File: config.mk
export PLATFORM = sky130hd
export DESIGN_NAME = block_read_unit
export DESIGN_NICKNAME = d
export VERILOG_FILES = /design/src/rtl/block_read_unit_pkg.sv /design/src/rtl/block_read_unit_latency_counter.sv /design/src/rtl/block_read_unit.sv
export SDC_FILE = /design/constraint.sdc
export NUM_CORES = 1
export LEC_CHECK = 0
export ABC_CLOCK_PERIOD_IN_PS = 2800
export BUFFER_PORTS_ARGS = -buffer_cell sky130_fd_sc_hd__buf_2
export CORE_ASPECT_RATIO = 0.75
export CORE_MARGIN = 10
export CORE_UTILIZATION = 38
export CTS_BUF_LIST = sky130_fd_sc_hd__clkbuf_4
export CTS_CLUSTER_DIAMETER = 80
export DETAILED_ROUTE_END_ITERATION = 12
export PLACE_DENSITY = 0.69
export REMOVE_ABC_BUFFERS = 1
export SETUP_SLACK_MARGIN = 0.4
export SLEW_MARGIN = 25
export SYNTH_ARGS = -nofsm -noshare
export SYNTH_HDL_FRONTEND = slang
export SYNTH_SLANG_ARGS = --single-unit
File: constraint.sdc
create_clock -name clk -period 2.8 [get_ports clk]
set_input_delay 0.14 -clock clk [delete_from_list [all_inputs] [get_ports clk]]
set_output_delay 0.14 -clock clk [all_outputs]
set_load 0.02 [all_outputs]
File: src/rtl/block_read_unit_pkg.sv
// Shared definitions for the block read unit and the address-register users.
// Holds the 2-bit FSM state encoding, default bus widths and a helper that
// sizes the memory-latency counter.
package block_read_unit_pkg;

   localparam int DEF_ADDR_W = 16;
   localparam int DEF_DATA_W = 16;
   localparam int DEF_LEN_W  = 16;

   localparam logic [1:0] ST_IDLE  = 2'd0;
   localparam logic [1:0] ST_ISSUE = 2'd1;
   localparam logic [1:0] ST_WAIT  = 2'd2;
   localparam logic [1:0] ST_HOLD  = 2'd3;

   // Bits needed to hold the value lat (lat >= 1).
   function automatic int lat_cnt_w(input int lat);
      return (lat < 2) ? 1 : $clog2(lat + 1);
   endfunction

endpackage

File: src/rtl/block_read_unit_latency_counter.sv
// Loadable down-counter with a last-count flag, for fixed-latency memory
// interfaces.
// Ports:
//   clk, rst_n  system clock, async active-low reset
//   load_i      load load_val_i (has priority over dec_i)
//   load_val_i  value to load
//   dec_i       decrement by one (saturates at zero)
//   last_o      counter currently holds 1, i.e. this is the final cycle
module block_read_unit_latency_counter #(
   parameter int CNT_W = 1
) (
   input  logic             clk,
   input  logic             rst_n,
   input  logic             load_i,
   input  logic [CNT_W-1:0] load_val_i,
   input  logic             dec_i,
   output logic             last_o
);

   logic [CNT_W-1:0] count_q;
   logic [CNT_W-1:0] count_d;

   always_comb begin
      count_d = count_q;
      if (load_i) begin
         count_d = load_val_i;
      end else if (dec_i && (count_q != '0)) begin
         count_d = count_q - CNT_W'(1);
      end
   end

   always_ff @(posedge clk or negedge rst_n) begin
      if (!rst_n) begin
         count_q <= '0;
      end else begin
         count_q <= count_d;
      end
   end

   assign last_o = (count_q == CNT_W'(1));

endmodule

File: src/rtl/block_read_unit.sv
// Block read unit: walks a contiguous region of data memory, one read at a
// time, and streams each word out over a valid/ready port.
// Ports:
//   clk, rst_n            system clock, async active-low reset
//   start, abort          begin (IDLE only) / cancel a transfer
//   start_addr, length    first address and word count, sampled with start
//   busy, done            not-IDLE flag; one-cycle completion pulse
//   mem_rd_en, mem_addr   read strobe and address toward data memory
//   mem_rdata             read data, valid MEM_LAT edges after the strobe
//   out_data, out_valid   captured word toward the consumer
//   out_ready             consumer accept
//
// state | meaning
// IDLE  | waiting for start
// ISSUE | mem_rd_en high for one cycle, latency counter loaded
// WAIT  | counting down memory latency, capture data on the last count
// HOLD  | word presented, waiting for out_ready
module block_read_unit
   import block_read_unit_pkg::*;
#(
   parameter int ADDR_W  = DEF_ADDR_W,
   parameter int DATA_W  = DEF_DATA_W,
   parameter int LEN_W   = DEF_LEN_W,
   parameter int MEM_LAT = 1
) (
   input  logic              clk,
   input  logic              rst_n,
   input  logic              start,
   input  logic              abort,
   input  logic [ADDR_W-1:0] start_addr,
   input  logic [LEN_W-1:0]  length,
   output logic              busy,
   output logic              done,
   output logic              mem_rd_en,
   output logic [ADDR_W-1:0] mem_addr,
   input  logic [DATA_W-1:0] mem_rdata,
   output logic [DATA_W-1:0] out_data,
   output logic              out_valid,
   input  logic              out_ready
);

   localparam int CNT_W = lat_cnt_w(MEM_LAT);

   logic [1:0]        state_q, state_d;
   logic [ADDR_W-1:0] addr_q, addr_d;
   logic [LEN_W-1:0]  rem_q, rem_d;
   logic [DATA_W-1:0] data_q, data_d;
   logic              valid_q, valid_d;
   logic              done_q, done_d;
   logic              cnt_load, cnt_dec, cnt_last;

   block_read_unit_latency_counter #(
      .CNT_W (CNT_W)
   ) u_lat_cnt (
      .clk        (clk),
      .rst_n      (rst_n),
      .load_i     (cnt_load),
      .load_val_i (CNT_W'(MEM_LAT)),
      .dec_i      (cnt_dec),
      .last_o     (cnt_last)
   );

   always_comb begin
      state_d  = state_q;
      addr_d   = addr_q;
      rem_d    = rem_q;
      data_d   = data_q;
      valid_d  = valid_q;
      done_d   = 1'b0;
      cnt_load = 1'b0;
      cnt_dec  = 1'b0;

      case (state_q)
         ST_IDLE: begin
            if (start) begin
               if (length != '0) begin
                  addr_d  = start_addr;
                  rem_d   = length;
                  state_d = ST_ISSUE;
               end else begin
                  done_d = 1'b1;
               end
            end
         end
         ST_ISSUE: begin
            cnt_load = 1'b1;
            state_d  = ST_WAIT;
         end
         ST_WAIT: begin
            cnt_dec = 1'b1;
            if (cnt_last) begin
               data_d  = mem_rdata;
               valid_d = 1'b1;
               state_d = ST_HOLD;
            end
         end
         ST_HOLD: begin
            if (out_ready) begin
               valid_d = 1'b0;
               addr_d  = addr_q + ADDR_W'(1);
               rem_d   = rem_q - LEN_W'(1);
               if (rem_q == LEN_W'(1)) begin
                  done_d  = 1'b1;
                  state_d = ST_IDLE;
               end else begin
                  state_d = ST_ISSUE;
               end
            end
         end
         default: state_d = ST_IDLE;
      endcase

      // Abort overrides everything, including a final handshake in HOLD;
      // the address stays where it was and any in-flight read is dropped.
      if (abort && (state_q != ST_IDLE)) begin
         state_d = ST_IDLE;
         addr_d  = addr_q;
         rem_d   = rem_q;
         valid_d = 1'b0;
         done_d  = 1'b0;
      end
   end

   always_ff @(posedge clk or negedge rst_n) begin
      if (!rst_n) begin
         state_q <= ST_IDLE;
         addr_q  <= '0;
         rem_q   <= '0;
         data_q  <= '0;
         valid_q <= 1'b0;
         done_q  <= 1'b0;
      end else begin
         state_q <= state_d;
         addr_q  <= addr_d;
         rem_q   <= rem_d;
         data_q  <= data_d;
         valid_q <= valid_d;
         done_q  <= done_d;
      end
   end

   assign busy      = (state_q != ST_IDLE);
   assign done      = done_q;
   assign mem_rd_en = (state_q == ST_ISSUE);
   assign mem_addr  = addr_q;
   assign out_data  = data_q;
   assign out_valid = valid_q;

endmodule

After elaboration in Yosys (flattened, before gate mapping) --
Index checks and enable logic that the tools add are counted.
Cells by class: bitwise gates (word level) 1, muxes and demuxes 29, add/sub/neg operators 3, eq/ne operators 11, reductions and logical operators 12
Operator list (number):
- $mux 16 | 6
- $pmux 16 s2 | 2
- $add 16x1->16 const B | 1
- $eq 16x1->1 const B | 1
- $reduce_bool 16->1 | 1
- $sub 16x1->16 const B | 1
- $mux 1 | 13
- $mux 2 | 5
- $ne 3x3->1 const B | 3
- $pmux 2 s4 | 1
- $ne 2x2->1 const B | 3
- $reduce_bool 2->1 | 3
- $reduce_and 5->1 | 1
- $eq 2x2->1 const B | 2
- $pmux 1 s2 | 2
- $reduce_and 4->1 | 1
- $ne 3x2->1 const B | 1
- $reduce_and 3->1 | 1
- $reduce_bool 3->1 | 1
- $eq 2x1->1 const B | 1
- $logic_and 1x1->1 | 2
- $logic_not 2->1 | 1
- $reduce_and 2->1 | 1
- $not 1->1 | 1
- $sub 1x1->1 const B | 1
Storage, ports and cells: register bits after elaboration 53, bits of input ports 53, output and inout bits 36

Longest topological paths before layout --
Gate-level depths: netlist of the first run.
word-level depth 5, gate-level depth with buffers 9, depth with buffers taken out 7

Cells and area by module --
A second synthesis of the first run with hierarchy kept.
Second synthesis, totals: cells, all modules 321, area, all modules 3010.4 um2
By module, submodules not included:
- block_read_unit | times used 1, area an instance 2966.6 um2, cells an instance 317
- block_read_unit_latency_counter | times used 1, area an instance 43.8 um2, cells an instance 4

Least setup slack after synthesis of the first run --
No wires, ideal clock.
path kind register to register, from register state_q[0], to register addr_q[11], in the netlist mem_addr[11], data arrival time 2011 ps, buffers on the path 0, clock period less this slack 2077 ps, path slack 723 ps, stages on the path, launching flop included 7, path through dfrtp_1 -> inv_1 -> ha_1 -> or3_4 -> or4_1 -> o31ai_1 -> a221o_1
Between the ends: word-level cells in the longest chain between the ends 4
RTL lines:
- start: declaration | line block_read_unit.sv:44 | logic [1:0] state_q, state_d;
- start signal: assignment | line block_read_unit.sv:133 | state_q <= state_d;
- branches (longest 4 deep; another with $reduce_and 5->1)
- end signal: assignment | line block_read_unit.sv:134 | addr_q <= addr_d;
- end: declaration | line block_read_unit.sv:45 | logic [ADDR_W-1:0] addr_q, addr_d;
Parallel ways; which one is timed is not known. A chain may end at the register's enable or synchronous reset.

Worst setup path after layout of the first run --
Ends and elaborated chain as after synthesis.

==> run summary, run 1 <==
The number of diodes added for antenna fixing is 0. The net count of the finished layout is 508. The initial antenna violation count came to 0.

The power density over the cells came out at 1150 mW/mm^2. The peak supply drop came out at 0.432 mV. The post-synthesis sequential element count came out at 53. The number of global-route vias before repair came out at 3021. The routed length per instance is 17.4 um.

The final wirelength came out at 9640 um. By area the synthesized netlist is led by sky130_fd_sc_hd__dfrtp_1, sky130_fd_sc_hd__mux2_2, sky130_fd_sc_hd__nor3_1. In the detailed route, the total length drawn on met2 is 4550 um.

Summed over all instances, the cell type with the most area after synthesis is sky130_fd_sc_hd__dfrtp_1. The detailed-route DRC error count is 0. The die outline width came out at 125 um. The die area is 0.0124 sq mm. The count of pins on the block boundary is 89. The highest clock rate came out at 434 MHz. The cell sitting at the root of the clock tree is a sky130_fd_sc_hd__clkbuf_4. The total number of clock tree sinks is 53.

For this design the static power due to leakage is 1.71 nW. Yosys mapped the design onto 54 distinct sky130hd cell types. The arithmetic-cell share of the synthesized area counting full adders, half adders and majority gates is 2.77%.

The initial utilization of the core area, before any placement, comes to 39.5%. The instance area after placement is 0.00371 sq mm. The post-route clock skew came out at 0.00840 ns. The normalized max-slew margin came out at 44.8%.

By area, the combinational part of the netlist is dominated by simple AND/OR/NAND/NOR gates. Dividing the detail-routed via count by the number of cells gives 5.67. The number of buffers created by CTS came out at 5. The area of all placed cells without fillers is 0.00408 sq mm. The area of the placeable core is 0.00799 sq mm. The share of synthesized area occupied by flip-flops and latches is 42.0%. The setup-violating endpoint count in the final report is 0.

The top cell type's share of synthesized area is 42.0%. The number of pins with negative max-slew slack in the final report came out at 0. The final weighted congestion in routability-driven placement came out at 0.825. The count of buffers added on input and output ports is 88. The area used by multi-input combinational logic is 0.00176 sq mm.

The overall power consumption is 4.70 mW. The maximum net fanout on the critical path came out at 5. Setup repair after global routing left no endpoint under its margin. The wire length of the first global-routing pass is 15700 um. The detail route stage leaves a number of antenna-violating nets equal to 0.

The total count of hold-check failures in the final report came to 0. STA classifies the critical path startpoint as a register. Clock-pin slew was measured on the worst setup and hold paths at 0.16 ns. The post-route met1 wirelength came out at 4340 um. After layout, the worst path uses 82.3% of the clock period. After detailed routing, the met3 layer carries 652 um of wire. The critical path in this run is classified as register to register. The first TritonRoute pass finished after 5 iterations.

The floorplan step set the die height to 99.0 um. The final critical delay including setup and external delays is 2.30 ns. The area growth from synthesis to layout came out at 29.0%.

The clock network latency to the later pin of the worst-skew pair came out at 0.39 ns. During synthesis, Yosys emitted a total of 0 warnings. In the synthesized netlist, the number of instances is 332.

Entering global routing, the biggest net connects 67 pins. The sum of negative setup slack came out at 0 ns. Summed over all layers, the global routing overflow is 0. The worst path arrival time is 2.65 ns. The number of filler instances in the final layout came out at 760. The maximum root-to-sink buffer count came out at 2. At the worst endpoint, the required time is 3.14 ns. In the synthesized netlist the dominant register cell turns out to be sky130_fd_sc_hd__dfrtp_1. For this block, the initial DRC count from the detailed router was 318. The H-tree depth came out at 2. After synthesis, the share of flip-flops with an asynchronous set or reset is 100%.

The share of final-layout standard cells stronger than drive strength 1 is 32.1%. The synthesized-area fraction occupied by and/or/nand/nor cells is 27.2%. The TritonCTS clock tree is yes. Global routing consumed, over all layers together, 14.9% of the routing resources. Of the post-synthesis cell area, the part taken by muxes is 7.01%. The xor-xnor portion of the synthesized cell area is 0%. A synthesized cell averages 9.51 sq um. The highest metal layer carrying signal wires in the routed design is met4.

The worst setup path is captured at a register. The synthesized design contains 0 enable-type register cells. At the pin with the least slew margin, the transition time is 0.827 ns.

The number of cell rows is 28. Registers take 0.00133 sq mm. The path class of the tightest hold or removal check is input pin to register. The run finished with clean final reports.

The post-detailed-placement half-perimeter wirelength is 6890 um. The cell area after synthesis is 0.00316 sq mm. The number of maximum-capacitance violations came out at 0. The synthesized netlist devotes 17.7% of its cell area to compound gates. The via count came out at 3142.
-- logic make-up after synthesis --
kind of cell,Yosys count
AOI/OAI and AO/OA,79
adders and majority gates,7
buffers and inverters,24
DFF,53
muxes,20
and+or+nand+nor,149
-- layout make-up --
type                       count  share of cell area, %
inverter                       9                  0.829
tap                          105                   3.22
timing repair buffer         123                   18.7
clock inverter                 3                  0.614
sequential                    53                   32.6
multi-input combinational    256                   43.2
clock buffer                   5                  0.921
-- power breakdown --
part | internal [mW] | total [mW] | switching (mW)
Clock | 0.103 | 0.372 | 0.269
Sequential | 1.16 | 1.58 | 0.419
Combinational | 1.16 | 2.74 | 1.58
Total | 2.43 | 4.70 | 2.27
-- critical path, cell delays in order, from the launching register on --
cell,delay (ns)
sky130_fd_sc_hd__dfrtp_2,0.48
sky130_fd_sc_hd__inv_1,0.12
sky130_fd_sc_hd__ha_2,0.33
sky130_fd_sc_hd__or3_4,0.43
sky130_fd_sc_hd__or4_1,0.48
sky130_fd_sc_hd__o31ai_1,0.27
sky130_fd_sc_hd__a221o_1,0.15
-- per-layer routing --
metal  track usage (%)  up-vias
li1                  -     1506
met1              20.4     1506
met2              23.6      121
met3              2.84        9
met4              3.71        0
met5                 0        -
-- per-stage QoR --
step	util [%]	instances	hold WS, ns	worst slack, ns
2_1_floorplan	-	317	-0.156	-0.281
3_3_place_gp	46.5	517	0.294	0.347
3_5_place_dp	46.5	517	0.291	0.190
4_1_cts	50.5	551	0.000498	0.411
5_1_grt	51.0	554	0.0193	0.402
6_report	51.0	554	0.0129	0.497
-- repair_timing --
item,in CTS,in global routing
buffers inserted,3,2
setup endpoints to repair,15,24
resized for setup,1,5
hold buffers,22,1
hold endpoints to repair,55,1
pin swaps,1,1
cloned,1,0
-- synthesized netlist by cell type, drive strengths merged (6+ instances only) --
cell and number:
a211oi 9, a21oi 16, a2bb2oi 8, and3 6, buf 7, clkbuf 8
dfrtp 53, ha 7, inv 9, mux2 17, nand2 24, nand3 19
nand4 14, nor2 24, nor3 22, nor4 8, o21ai 12, o22ai 12
or3 6
-- registers in the layout, indices dropped and copies added (netlist names) --
name              cells
out_valid             1
state_q               2
mem_addr             16
rem_q                16
u_lat_cnt.last_o      1
out_data             16
done                  1
-- path summary, 6_finish.rpt --
| check | start | endpoint | slack (ns) | cells after the start |
|---|---|---|---|---|
| min | length[12] | rem_q[12] | 0.01 | 2 |
| max | state_q[0] | mem_addr[11] | 0.50 | 6 |
| max reg2reg | state_q[0] | mem_addr[11] | 0.50 | 6 |
| min in group asynchronous | rst_n | rem_q[4] | 0.36 | 2 |
| min reg2reg | out_valid | out_valid | 0.52 | 1 |
| max in group asynchronous | rst_n | rem_q[10] | 1.78 | 3 |
-- cells in the final DEF (no fill, tap or decap), types with 4 or more instances in the layout --
cell type                       Yosys  layout
sky130_fd_sc_hd__dlygate4sd3_1      0      23
sky130_fd_sc_hd__clkbuf_4           0       5
sky130_fd_sc_hd__mux2_2            17      17
sky130_fd_sc_hd__a211oi_1           8       8
sky130_fd_sc_hd__o21ai_0            9       9
sky130_fd_sc_hd__nand4_1           14      14
sky130_fd_sc_hd__dfrtp_1           53      52
sky130_fd_sc_hd__nand3_1           19      19
sky130_fd_sc_hd__buf_2              3      88
sky130_fd_sc_hd__and3_1             6       6
sky130_fd_sc_hd__nand2_1           24      24
sky130_fd_sc_hd__inv_1              7       7
sky130_fd_sc_hd__o22ai_1           12      12
sky130_fd_sc_hd__ha_1               7       5
sky130_fd_sc_hd__and4_1             4       4
sky130_fd_sc_hd__nor3_1            22      22
sky130_fd_sc_hd__a221o_1            4       4
sky130_fd_sc_hd__or3_1              5       5
sky130_fd_sc_hd__a2bb2oi_1          8       8
sky130_fd_sc_hd__a21oi_1           16      16
sky130_fd_sc_hd__buf_4              3      12
sky130_fd_sc_hd__nor2_1            24      23
Power figures use the tool's default switching activity.
==> run 2: changes to the inputs <==
--- a/config.mk
+++ b/config.mk
@@ -5,7 +5,8 @@
 export SDC_FILE = /design/constraint.sdc
 export NUM_CORES = 1
 export LEC_CHECK = 0
-export ABC_CLOCK_PERIOD_IN_PS = 2800
+export ABC_AREA = 1
+export ABC_CLOCK_PERIOD_IN_PS = 2200
 export BUFFER_PORTS_ARGS = -buffer_cell sky130_fd_sc_hd__buf_2
 export CORE_ASPECT_RATIO = 0.75
 export CORE_MARGIN = 10
==> constraint.sdc (replaced) <==
create_clock -name clk -period 2.2 [get_ports clk]
set_input_delay 0.11 -clock clk [delete_from_list [all_inputs] [get_ports clk]]
set_output_delay 0.11 -clock clk [all_outputs]
set_load 0.02 [all_outputs]
==> run summary, run 2 <==
Setup repair after global routing left no endpoint under its margin. Summed over all layers, the routed wires come to 10400 um. The synthesized design devotes to its leading area cell type 39.1% of total area. The cell area after synthesis is 0.00339 sq mm. The switching power total is 3.20 mW. The fraction of met1 tracks used by global routing came out at 19.8%.

The Yosys step of the flow raised 0 warnings. Traced cell by cell, the critical path runs through inv_2, ha_4, inv_4, nor2_4, nand2_1, nor2_1, nand3_2, nand2_8, buf_12, nor2_1, o21ai_1, nand2_1. The post-detailed-placement half-perimeter wirelength is 7350 um. The first global-routing pass estimated 16300 um of wire. The tightest min-delay check is of the input pin to register type. The maximum net fanout on the critical path is 6.

The repair_antennas step left the layout with diodes totalling 0. The pin count of the biggest net entering global routing came out at 42. The required time reported for the critical path endpoint is 2.50 ns. The detailed-route DRC error count came out at 0. The buffers plus inverters on the worst setup path came out at 3.

The largest stage delay on the critical path is 0.43 ns. The clock reaches the later pin of the worst-skew pair after 0.39 ns. Leaving out fill and tap cells, the most frequent cell in the layout is sky130_fd_sc_hd__nand2_1.

The normalized max-slew margin is 59.5%. The worst path needs 1.73 ns of the cycle, external delays included. The register share of total power is 29.9%. The flow ran to the end, and the final reports show no timing, DRC or antenna violations. The first detailed-routing pass took 5 iterations. Clock skew on the completed layout was measured at 0.0136 ns. The depth of the critical timing path with buffers and inverters included came out at 12.

The switching share of power came out at 50.3%. At the pin with the least slew margin, the transition time is 0.608 ns. The met3 global-route usage is 3.93%. The clock network power share is 7.0%. The initial antenna violation count is 0. The count of pins on the block boundary came out at 89. The worst path arrival time is 2.03 ns.

The total count of hold-check failures in the final report is 0. The proportion of register bits with asynchronous set or reset after synthesis is 100%. For this design the static power due to leakage is 2.20 nW. The H-tree depth came out at 2.

STA classifies the critical path endpoint as a register. Summing all multi-input logic gate instances after layout gives 0.00187 sq mm. Sorting the synthesized cells by area gives the leading types as sky130_fd_sc_hd__dfrtp_1, sky130_fd_sc_hd__nand2_1, sky130_fd_sc_hd__nor2_1.

Cells with a size suffix above 1 make up 27.6% of the layout. The area growth from synthesis to layout is 28.5%. The setup-violating endpoint count in the final report came out at 0. After detailed routing, the average wire length per cell comes to 15.0 um.

The die area is 0.0131 sq mm. The total congestion overflow came out at 0. The number of filler instances in the final layout came out at 866. The effective utilization at floorplan is 39.6%.

Internal power comes to 3.16 mW. The clock-pin slew reported for the worst setup and hold paths after clock tree synthesis came out at 0.16 ns. The worst hold path was traced through 5 stages. The worst reg-to-reg path cell count came out at 12. The cell chosen for the clock root is sky130_fd_sc_hd__clkbuf_4. The peak supply drop came out at 0.547 mV. The number of global-route vias before repair came out at 3348.

The global routing usage summed across all routing layers came out at 14.9%. TritonCTS created 5 clock buffers. The TritonCTS clock tree is yes. Summed over all instances, the cell type with the most area after synthesis is sky130_fd_sc_hd__dfrtp_1.

The via count came out at 3460. The highest clock rate came out at 577 MHz. The count of buffers added on input and output ports is 88. The part of the cycle the worst path needs is 78.8%. The count of placed standard cells including taps came out at 659.

The floorplan has 29 rows. The number of pins with negative max-slew slack in the final report is 0. Global routing used 23.7% of the available met2 tracks. In this run the vertical extent of the chip is 102 um. The synthesized netlist cell count came out at 473. Sorting the synthesized cells by how often they occur yields sky130_fd_sc_hd__nand2_1, sky130_fd_sc_hd__nor2_1, sky130_fd_sc_hd__dfrtp_1. The die outline width is 129 um.

The final cell count without fillers came out at 696. Among all stages on the critical path, the largest delay is contributed by sky130_fd_sc_hd__dfrtp_1. The post-synthesis sequential element count came out at 53. For this run, the share of the core covered by cells in the final layout is 50.9%. The most frequent cell after synthesis is sky130_fd_sc_hd__nand2_1. The share of synthesized area occupied by flip-flops and latches is 39.1%.

The area taken by flip-flops and latches is 0.00133 sq mm. The number of nets with antenna violations after detailed routing came out at 0. The maximum root-to-sink buffer count came out at 2. The most used routing layer in global routing is met2. The count of different cell masters after synthesis is 34. The top flip-flop cell by instance count after synthesis is sky130_fd_sc_hd__dfrtp_1. The classification of the worst setup path is register to register. The post-synthesis average cell area came out at 7.17 sq um.

The core region is 0.00856 sq mm. The cell family with the largest share of critical-path delay is simple AND/OR/NAND/NOR gates. The share of power burned in combinational logic came out at 63.2%. The number of design-rule violations left by the first detailed-router iteration came out at 259. The library cells used most frequently in the layout, excluding fill and tap cells, are sky130_fd_sc_hd__nand2_1, sky130_fd_sc_hd__buf_2, sky130_fd_sc_hd__nor2_1. The average vias per placed instance came out at 4.97. The number of enable flip-flop cells after synthesis came out at 0. Dividing total power by cell area gives a power density of 1460 mW/mm^2. Counting every sink on the clock net gives 53. At the end of routability-driven placement, the weighted congestion stood at 0.876. The category of the worst setup path launch point is a register. Power comes to 6.36 mW.

For this run, the post-layout net count is 647. Max-cap violations in this run came to 0.
==> run 2: final cells by class <==
cell class	instances	share of cell area, %
Tap cell	108	3.10
Clock buffer	5	0.861
Inverter	38	3.67
Sequential cell	53	30.4
Multi-Input combinational cell	367	42.9
Timing Repair Buffer	121	18.5
Timing Repair inverter	1	0.258
Clock inverter	3	0.287
==> run 2: kinds of logic (layout without fill, tap and decap cells) <==
logic type | count (synthesis) | count (layout) | synth area share, %
xor+xnor | 4 | 4 | 1.03
simple gates | 299 | 299 | 36.8
compound gates | 41 | 41 | 7.85
fa+ha+maj | 7 | 7 | 2.58
mux | 16 | 16 | 5.31
buf+inv | 53 | 168 | 7.37
flops | 53 | 53 | 39.1
==> run 2: worst paths after layout <==
check	slack, ns	start	endpoint
max	0.47	state_q[1]	mem_addr[8]
min	0.009	start_addr[10]	mem_addr[10]
max reg2reg	0.47	state_q[1]	mem_addr[8]
min reg2reg	0.52	out_valid	out_valid
max in group asynchronous	1.38	rst_n	rem_q[7]
min in group asynchronous	0.24	rst_n	out_data[3]
==> run 2: power by group through the flow <==
stage          registers, mW  logic [mW]  clock network, mW
6_report                1.90        4.02              0.445
5_1_grt                 1.97        4.44              0.486
4_1_cts                 1.89        3.53              0.456
3_5_place_dp            1.91        3.39                  0
3_3_place_gp            1.90        3.28                  0
2_1_floorplan           2.21        2.03                  0
==> run 2: through the flow <==
step / hold slack, ns / worst slack (ns) / TNS (ns) / instance area, sq um
6_report: 0.00901 / 0.466 / 0 / 4360
5_1_grt: 0.0111 / 0.383 / 0 / 4360
4_1_cts: 0.0126 / 0.394 / 0 / 4180
3_5_place_dp: 0.163 / 0.195 / 0 / 3920
3_3_place_gp: 0.155 / 0.316 / 0 / 3920
2_1_floorplan: -0.186 / -0.429 / -11.42 / 3290
==> run 2: layer usage <==
| metal | wire (um) | vias up |
|---|---|---|
| met5 | 0 | - |
| met1 | 4810 | 1601 |
| met4 | 83 | 0 |
| met2 | 4710 | 122 |
| li1 | - | 1729 |
| met3 | 823 | 8 |
==> run 2: tightest hold or removal path, cell delays in order <==
cell,delay (ns)
sky130_fd_sc_hd__buf_2,0.08
sky130_fd_sc_hd__nand2_1,0.05
sky130_fd_sc_hd__nand2_1,0.06
sky130_fd_sc_hd__nand2_1,0.04
sky130_fd_sc_hd__nand2_1,0.04
==> run 2: repair_timing <==
| action | in CTS | in global routing |
|---|---|---|
| gates cloned | 0 | 3 |
| gates resized for setup | 5 | 20 |
| endpoints found under the setup margin | 29 | 32 |
| pin swaps | 1 | 7 |
| endpoints found under the hold margin | 41 | 0 |
| buffers inserted | 3 | 6 |
| hold buffers | 17 | 0 |
